$ cat config.mk
export PLATFORM = sky130hd
export DESIGN_NAME = charlieplex_led_scanner
export DESIGN_NICKNAME = d
export VERILOG_FILES = /design/src/rtl/charlieplex_led_scanner.sv
export SDC_FILE = /design/constraint.sdc
export NUM_CORES = 1
export LEC_CHECK = 0
export BUFFER_PORTS_ARGS = -buffer_cell sky130_fd_sc_hd__clkbuf_2
export CAP_MARGIN = 20
export CORE_MARGIN = 3
export CORE_UTILIZATION = 58
export DETAILED_ROUTE_END_ITERATION = 6
export GPL_ROUTABILITY_DRIVEN = 0
export PLACE_DENSITY = 0.8
export SYNTH_ARGS = -nofsm -noshare
export SYNTH_HDL_FRONTEND = slang
export SYNTH_SLANG_ARGS = --single-unit
$ cat constraint.sdc
create_clock -name clk_i -period 8.01 [get_ports clk_i]
set_input_delay 1.602 -clock clk_i [delete_from_list [all_inputs] [get_ports clk_i]]
set_output_delay 1.602 -clock clk_i [all_outputs]
set_load 0.02 [all_outputs]
$ cat src/rtl/charlieplex_led_scanner.sv
// Charlieplexed digit scanner: one LED lit at a time, double-buffered frame,
// PWM brightness with per-slot dead time, registered tristate pad controls.
module charlieplex_led_scanner #(
  parameter int unsigned NUM_LINES    = 8,
  parameter int unsigned SEG_PERIOD   = 215,
  parameter int unsigned DEAD_CYCLES  = 2,
  parameter int unsigned BRIGHT_W     = 4,
  parameter int unsigned COMMON_ANODE = 1
) (
  input  logic                                 clk_i,
  input  logic                                 rst_n_i,
  input  logic                                 enable_i,
  input  logic [NUM_LINES*(NUM_LINES-1)-1:0]   frame_data_i,
  input  logic                                 frame_valid_i,
  output logic                                 frame_ready_o,
  input  logic [BRIGHT_W-1:0]                  brightness_i,
  output logic [NUM_LINES-1:0]                 drv_o,
  output logic [NUM_LINES-1:0]                 tris_o,
  output logic [NUM_LINES-1:0]                 digit_o,
  output logic                                 frame_start_o
);

  localparam int unsigned SEGS    = NUM_LINES - 1;
  localparam int unsigned FRAME_W = NUM_LINES * SEGS;
  localparam int unsigned LINE_W  = $clog2(NUM_LINES);
  localparam int unsigned SEG_W   = $clog2(SEGS);
  localparam int unsigned TIMER_W = $clog2(SEG_PERIOD + 2);

  localparam logic [TIMER_W-1:0] TIMER_LAST = TIMER_W'(SEG_PERIOD);
  localparam logic [TIMER_W-1:0] TIMER_DEAD = TIMER_W'(DEAD_CYCLES);
  localparam logic [SEG_W-1:0]   SEG_LAST   = SEG_W'(SEGS - 1);
  localparam logic [LINE_W-1:0]  DIG_LAST   = LINE_W'(NUM_LINES - 1);
  localparam logic               ANODE_LVL  = 1'(COMMON_ANODE);

  logic                 run_q;
  logic [TIMER_W-1:0]   timer_q, timer_n;
  logic [SEG_W-1:0]     seg_q, seg_n;
  logic [LINE_W-1:0]    dig_q, dig_n;
  logic [BRIGHT_W-1:0]  pwm_q, pwm_n;
  logic [BRIGHT_W-1:0]  bright_q, bright_n;
  logic [FRAME_W-1:0]   active_q, active_n;
  logic [FRAME_W-1:0]   shadow_q, shadow_n;
  logic                 ready_n;
  logic                 wrap;
  logic [SEGS-1:0]      row_bits;
  logic [LINE_W-1:0]    line;
  logic                 pwm_on;
  logic                 lit;
  logic [NUM_LINES-1:0] drv_n, tris_n, digit_n;
  logic                 frame_start_n;

  // Next scan position, buffers and handshake; the outputs are then derived
  // from the next position so the registered outputs match the state they sit beside.
  always_comb begin
    timer_n       = timer_q;
    seg_n         = seg_q;
    dig_n         = dig_q;
    pwm_n         = pwm_q + BRIGHT_W'(1);
    bright_n      = bright_q;
    active_n      = active_q;
    shadow_n      = shadow_q;
    ready_n       = frame_ready_o;
    row_bits      = '0;
    line          = '0;
    pwm_on        = 1'b0;
    lit           = 1'b0;
    drv_n         = '0;
    tris_n        = '1;
    digit_n       = '0;
    frame_start_n = 1'b0;

    // The first edge after reset release acts as a frame boundary into slot (0,0).
    wrap = !run_q || (timer_q == TIMER_LAST && seg_q == SEG_LAST && dig_q == DIG_LAST);

    if (!run_q) begin
      timer_n = '0;
      seg_n   = '0;
      dig_n   = '0;
    end else if (timer_q == TIMER_LAST) begin
      timer_n = '0;
      if (seg_q == SEG_LAST) begin
        seg_n = '0;
        dig_n = (dig_q == DIG_LAST) ? '0 : dig_q + LINE_W'(1);
      end else begin
        seg_n = seg_q + SEG_W'(1);
      end
    end else begin
      timer_n = timer_q + TIMER_W'(1);
    end

    if (timer_n == TIMER_DEAD) pwm_n = '0;

    if (wrap) begin
      bright_n = brightness_i;
      if (!frame_ready_o) begin
        active_n = shadow_q;
        ready_n  = 1'b1;
      end
    end

    if (frame_valid_i && frame_ready_o) begin
      shadow_n = frame_data_i;
      ready_n  = 1'b0;
    end

    for (int d = 0; d < NUM_LINES; d++) begin
      if (dig_n == LINE_W'(d)) row_bits = active_n[d*SEGS +: SEGS];
    end

    // Segment lines skip over the digit's own common line.
    line   = (LINE_W'(seg_n) < dig_n) ? LINE_W'(seg_n) : LINE_W'(seg_n) + LINE_W'(1);
    pwm_on = (bright_n == '1) || (pwm_n < bright_n);
    lit    = enable_i && (timer_n >= TIMER_DEAD) && row_bits[seg_n] && pwm_on;

    if (lit) begin
      tris_n[dig_n] = 1'b0;
      tris_n[line]  = 1'b0;
      drv_n[dig_n]  = ANODE_LVL;
      drv_n[line]   = ~ANODE_LVL;
    end

    digit_n       = NUM_LINES'(1) << dig_n;
    frame_start_n = (timer_n == '0) && (seg_n == '0) && (dig_n == '0);
  end

  always_ff @(posedge clk_i) begin
    if (!rst_n_i) begin
      run_q         <= 1'b0;
      timer_q       <= '0;
      seg_q         <= '0;
      dig_q         <= '0;
      pwm_q         <= '0;
      bright_q      <= '0;
      active_q      <= '0;
      shadow_q      <= '0;
      frame_ready_o <= 1'b1;
      drv_o         <= '0;
      tris_o        <= '1;
      digit_o       <= NUM_LINES'(1);
      frame_start_o <= 1'b0;
    end else begin
      run_q         <= 1'b1;
      timer_q       <= timer_n;
      seg_q         <= seg_n;
      dig_q         <= dig_n;
      pwm_q         <= pwm_n;
      bright_q      <= bright_n;
      active_q      <= active_n;
      shadow_q      <= shadow_n;
      frame_ready_o <= ready_n;
      drv_o         <= drv_n;
      tris_o        <= tris_n;
      digit_o       <= digit_n;
      frame_start_o <= frame_start_n;
    end
  end

endmodule
# == Yosys cells after proc, flatten, opt, wreduce, memory -nomap -nowiden ==
# Cells that the tools add are included.
# Widths: inputs -> output; s select.
# classes
add_sub_neg,5
shift,1
n_bitwise,4
n_lt_le_gt_ge,8
n_reduce_logical,18
mux,31
eq_ne,12
# op_table
cell,n
$mux 56,2
$mux 7,8
$mux 3,8
$eq 3x3->1 const B,6
$and 8x8->8,2
$mux 8,2
$not 8->8,2
$lt 3x4->1 const B,3
$logic_and 1x1->1,10
$add 3x1->3 const B,3
$add 8x1->8 const B,1
$eq 8x2->1 const B,1
$eq 8x8->1 const B,1
$ge 8x2->1 const B,1
$logic_not 8->1,1
$mux 4,2
$shl 1x3->8 const A,1
$demux 1 s3,2
$eq 3x2->1 const B,2
$ge 3x1->1 const B,2
$logic_not 3->1,2
$mux 1,6
$add 4x1->4 const B,1
$eq 4x4->1 const B,1
other kinds (8),9
# totals
in_bits,64
word_cells,92
register_bits,161
output_inout_bits,26

# == Depth between registers and ports, before layout ==
# depth
word_depth,19
mapped_depth,13
ltp_nobuf,13

# == Worst setup path before layout ==
# No wires, ideal clock.
# synth_path
path_type,flip-flop to flip-flop
from,reg timer_q[0]
to,reg tris_o[2]
path_slack_ns,4.258
setup_ns,0.127
stages_incl_launch_ff,12
required_ns,7.883
synth_period_minus_slack_ns,3.752
arrival_time_ns,3.625
path_buffers,0
cell_sequence,dfxtp_1 > ha_1 > nand4_1 > nor3_4 > mux2i_2 > clkinv_2 > or3_1 > o21ai_0 > a22oi_1 > a221o_1 > a21boi_4 > or3b_1
# synth_between
elab_chain_cells,18
elab_cells_between_ends,57
classes_between,add/sub: 2; order compare: 7; eq/ne: 10; mux: 24; bitwise: 3; reduce/logical: 11
# synth_lines
element,line_no,source
from (decl),36,"logic [TIMER_W-1:0] timer_q, timer_n;"
from (signal assigned),143,timer_q <= timer_n;
"parallel branches: the longest is 18 deep, another holds $eq 8x8->1",n/a,
to (signal assigned),152,tris_o <= tris_n;
to (decl),18,"output logic [NUM_LINES-1:0] tris_o,"
# Several ways; the timed one is not identified. The select of a mux whose other input is x is not followed.
# A chain may end at the register's enable or synchronous reset.

# == Worst setup path in the final report ==
# Same ends and word-level chain as after synthesis.

==> flow_summary.yaml <==
run_status:
  status: "finished, final reports clean"
routing:
  routed_via_density: 5.91
  wl_met3_um: 1150
  drc_errors: 0
  via_count: 5887
  wl_per_cell_um: 17.6
  wl_met2_um: 8260
  postRouteWirelength_um: 17500
  wl_met1_um: 7640
  drtIter0Drc: 624
  highest_layer: "met4"
  postRouteAntennaNets: 0
  drt-pass1-iter-count: 5
global_routing:
  grt_pass1_wl_um: 28400
  antenna_found_initial: 0
  grt_overflow: 0
  grt_pass1_vias: 5657
  grt_use_total_pct: 26.9
  grt_max_degree: 96
synthesis:
  synthCells: 770
  synth_top_area_cell: "dfxtp_1"
  synth_edf_count: 0
  syn_avg_cell_area_um2: 9.22
  synth_cell_types: 73
  ys_ff_latch: 161
  ys_async_sr_fraction_pct: 0
  syn_nets: 845
  netlist_area_mm2: 0.00710
  synthTopCellsByCount: "dfxtp_1, nand2_1, a21boi_0, mux2i_1, nor2b_1"
  yosys_warnings: 0
  yosysMostFrequentCell: "dfxtp_1"
  synth_top_area_share_pct: 45.4
  synth_area_leaders: "dfxtp_1, nand2_1, mux2i_1"
  seq_area_frac_synth_pct: 45.4
  synth-main-ff-cell: "dfxtp_1"
clock_tree:
  ctsLongestPathBuffers: 2
  ctsHoldBuffers: 0
  cts.sinks: 161
  cts-root-buf: "clkbuf_16"
  cts_tree: "yes"
  cts_buffers: 17
  cts_resized: 0
  h-tree-depth: 4
  post_cts_buffers: 0
  insertion_delay_ns: 0.43
  path_clk_slew_ns: 0.06
floorplan:
  die-width_um: 117
  fp-row-count: 39
  dieArea_mm2: 0.0136
  ios: 90
  die_h_um: 117
  fp.coreArea_mm2: 0.0117
  start_util_pct: 60.9
placed_design:
  portBuffers: 89
  place_ws_ns: 3.49
  dp_hpwl_um: 12500
power_and_ir_drop:
  finalPower_mw: 1.84
  swShare_pct: 21.9
  powerDensity_mw_per_mm2: 224
  power_switching_mw: 0.403
  clkPwrFrac_pct: 47.9
  combPwrFrac_pct: 6.3
  p_int_mw: 1.44
  ir_drop_mv: 0.189
  p_leak_nw: 3.46
  p_seq_share_pct: 45.8
worst_setup_path:
  timing.rr.start: "timer_q[0]"
  cp.arrival_ns: 4.71
  startpoint: "timer_q[0]"
  r2r_slack_ns: 3.60
  endpoint: "tris_o[2]"
  ff2ff_path_depth: 11
  worst_r2r_endpoint: "tris_o[2]"
  critPathRequiredTime_ns: 8.32
  crit_type: "register to register"
  startpoint_type: "register"
  crit_fanout: 10
  worstSetupEndpointType: "register"
flow_run:
  max_cap_violations: 0
timing:
  rsz0062_at_grt: "false"
  setup_tns_ns: 0
  timing.final.setup_violations: 0
  slew_violations: 0
  slew_headroom_pct: 35.8
  max_freq_mhz: 227
  finalCriticalPeriod_ns: 4.41
  finClkSkew_ns: 0.0105
  period_share_pct: 55.1
  worstMarginPinSlew_ns: 0.963
  final.setup.worst_slack_ns: 3.60
  hold_viol_final: 0
final_layout:
  synthToLayoutAreaGrowth_pct: 15.8
  layout.nets: 916
  drive_above_1_share_pct: 17.7
  utilization_pct: 70.5
  antennaDiodeCount: 0
worst_hold_path:
  hold_start: "shadow_q[47]"
  hp-class: "register to register"
## cells by family after synthesis
logic type / Yosys count / synth area share, %
muxes: 59 / 8.48
DFF: 161 / 45.4
adders and majority gates: 11 / 1.94
and+or+nand+nor: 306 / 21.5
AOI/OAI and AO/OA: 168 / 18.0
buffers and inverters: 54 / 3.38
xor gates and xnor gates: 11 / 1.36
## per-stage QoR
| step | hold WS [ns] | cell area [um2] | std cells |
|---|---|---|---|
| final | 0.469 | 8220 | 996 |
| after global routing | 0.493 | 8220 | 996 |
| after CTS | 0.469 | 8210 | 994 |
| after detailed placement | 0.461 | 7560 | 963 |
| after global placement | 0.450 | 7560 | 963 |
| after floorplan | 0.439 | 7100 | 770 |
## critical path, cell delays in order, from the launching register on
cell and delay [ns]:
dfxtp_1 0.40, ha_1 0.30, nand4_1 0.34, nor3_4 0.56, mux2i_2 0.54, clkinv_2 0.22
nor3_1 0.51, clkbuf_2 0.29, nor4_1 0.08, a221o_1 0.41, a21boi_4 0.25, or3b_1 0.37
## area by class of cell
class                   count  area (um2)
clock buffers              19         443
clock inverters            12         205
fillers                   898        3440
inverters                  11        42.5
multi-input cells         555        3640
flip-flops and latches    161        3220
well taps                 143         179
repair buffers             95         488
## power by group through the flow
stage | sequential, mW | clock (mW) | combinational, mW
finish | 0.843 | 0.882 | 0.116
global route | 0.845 | 0.931 | 0.130
CTS | 0.843 | 0.891 | 0.116
detailed placement | 0.860 | 0 | 0.115
global placement | 0.859 | 0 | 0.110
floorplan | 0.854 | 0 | 0.0793
## layout by cell type, fill, tap and decap left out, types with 11 or more instances in the layout
cell,count
clkbuf_2,90
clkbuf_16,17
dfxtp_1,161
o21ai_0,16
a21oi_1,12
nand2_1,140
nand3_1,13
nor2b_1,49
ha_1,11
and2_1,19
mux2i_1,52
nor2_1,32
a21boi_0,66
## how the worst min path moves through the flow
stage,to,slack (ns),cells after the start
final,shadow_q[47],0.47,2
after global routing,shadow_q[11],0.49,2
after CTS,shadow_q[47],0.47,2
after detailed placement,shadow_q[47],0.46,2
after global placement,shadow_q[38],0.45,2
after floorplan,shadow_q[38],0.44,2
## per-layer routing
layer	vias to the layer above	GRT usage [%]
met1	2776	34.0
li1	2844	-
met5	-	0
met2	225	43.9
met3	42	7.56
met4	0	10.0
## sequential cells by signal (all words and copies together), names as in the netlist, 3 cells and up
name,count
tris_o,8
timer_q,8
digit_o,8
drv_o,8
seg_q,3
active_q,56
pwm_q,4
bright_q,4
dig_q,3
shadow_q,56
No activity file was read; power rests on OpenSTA's default activity.
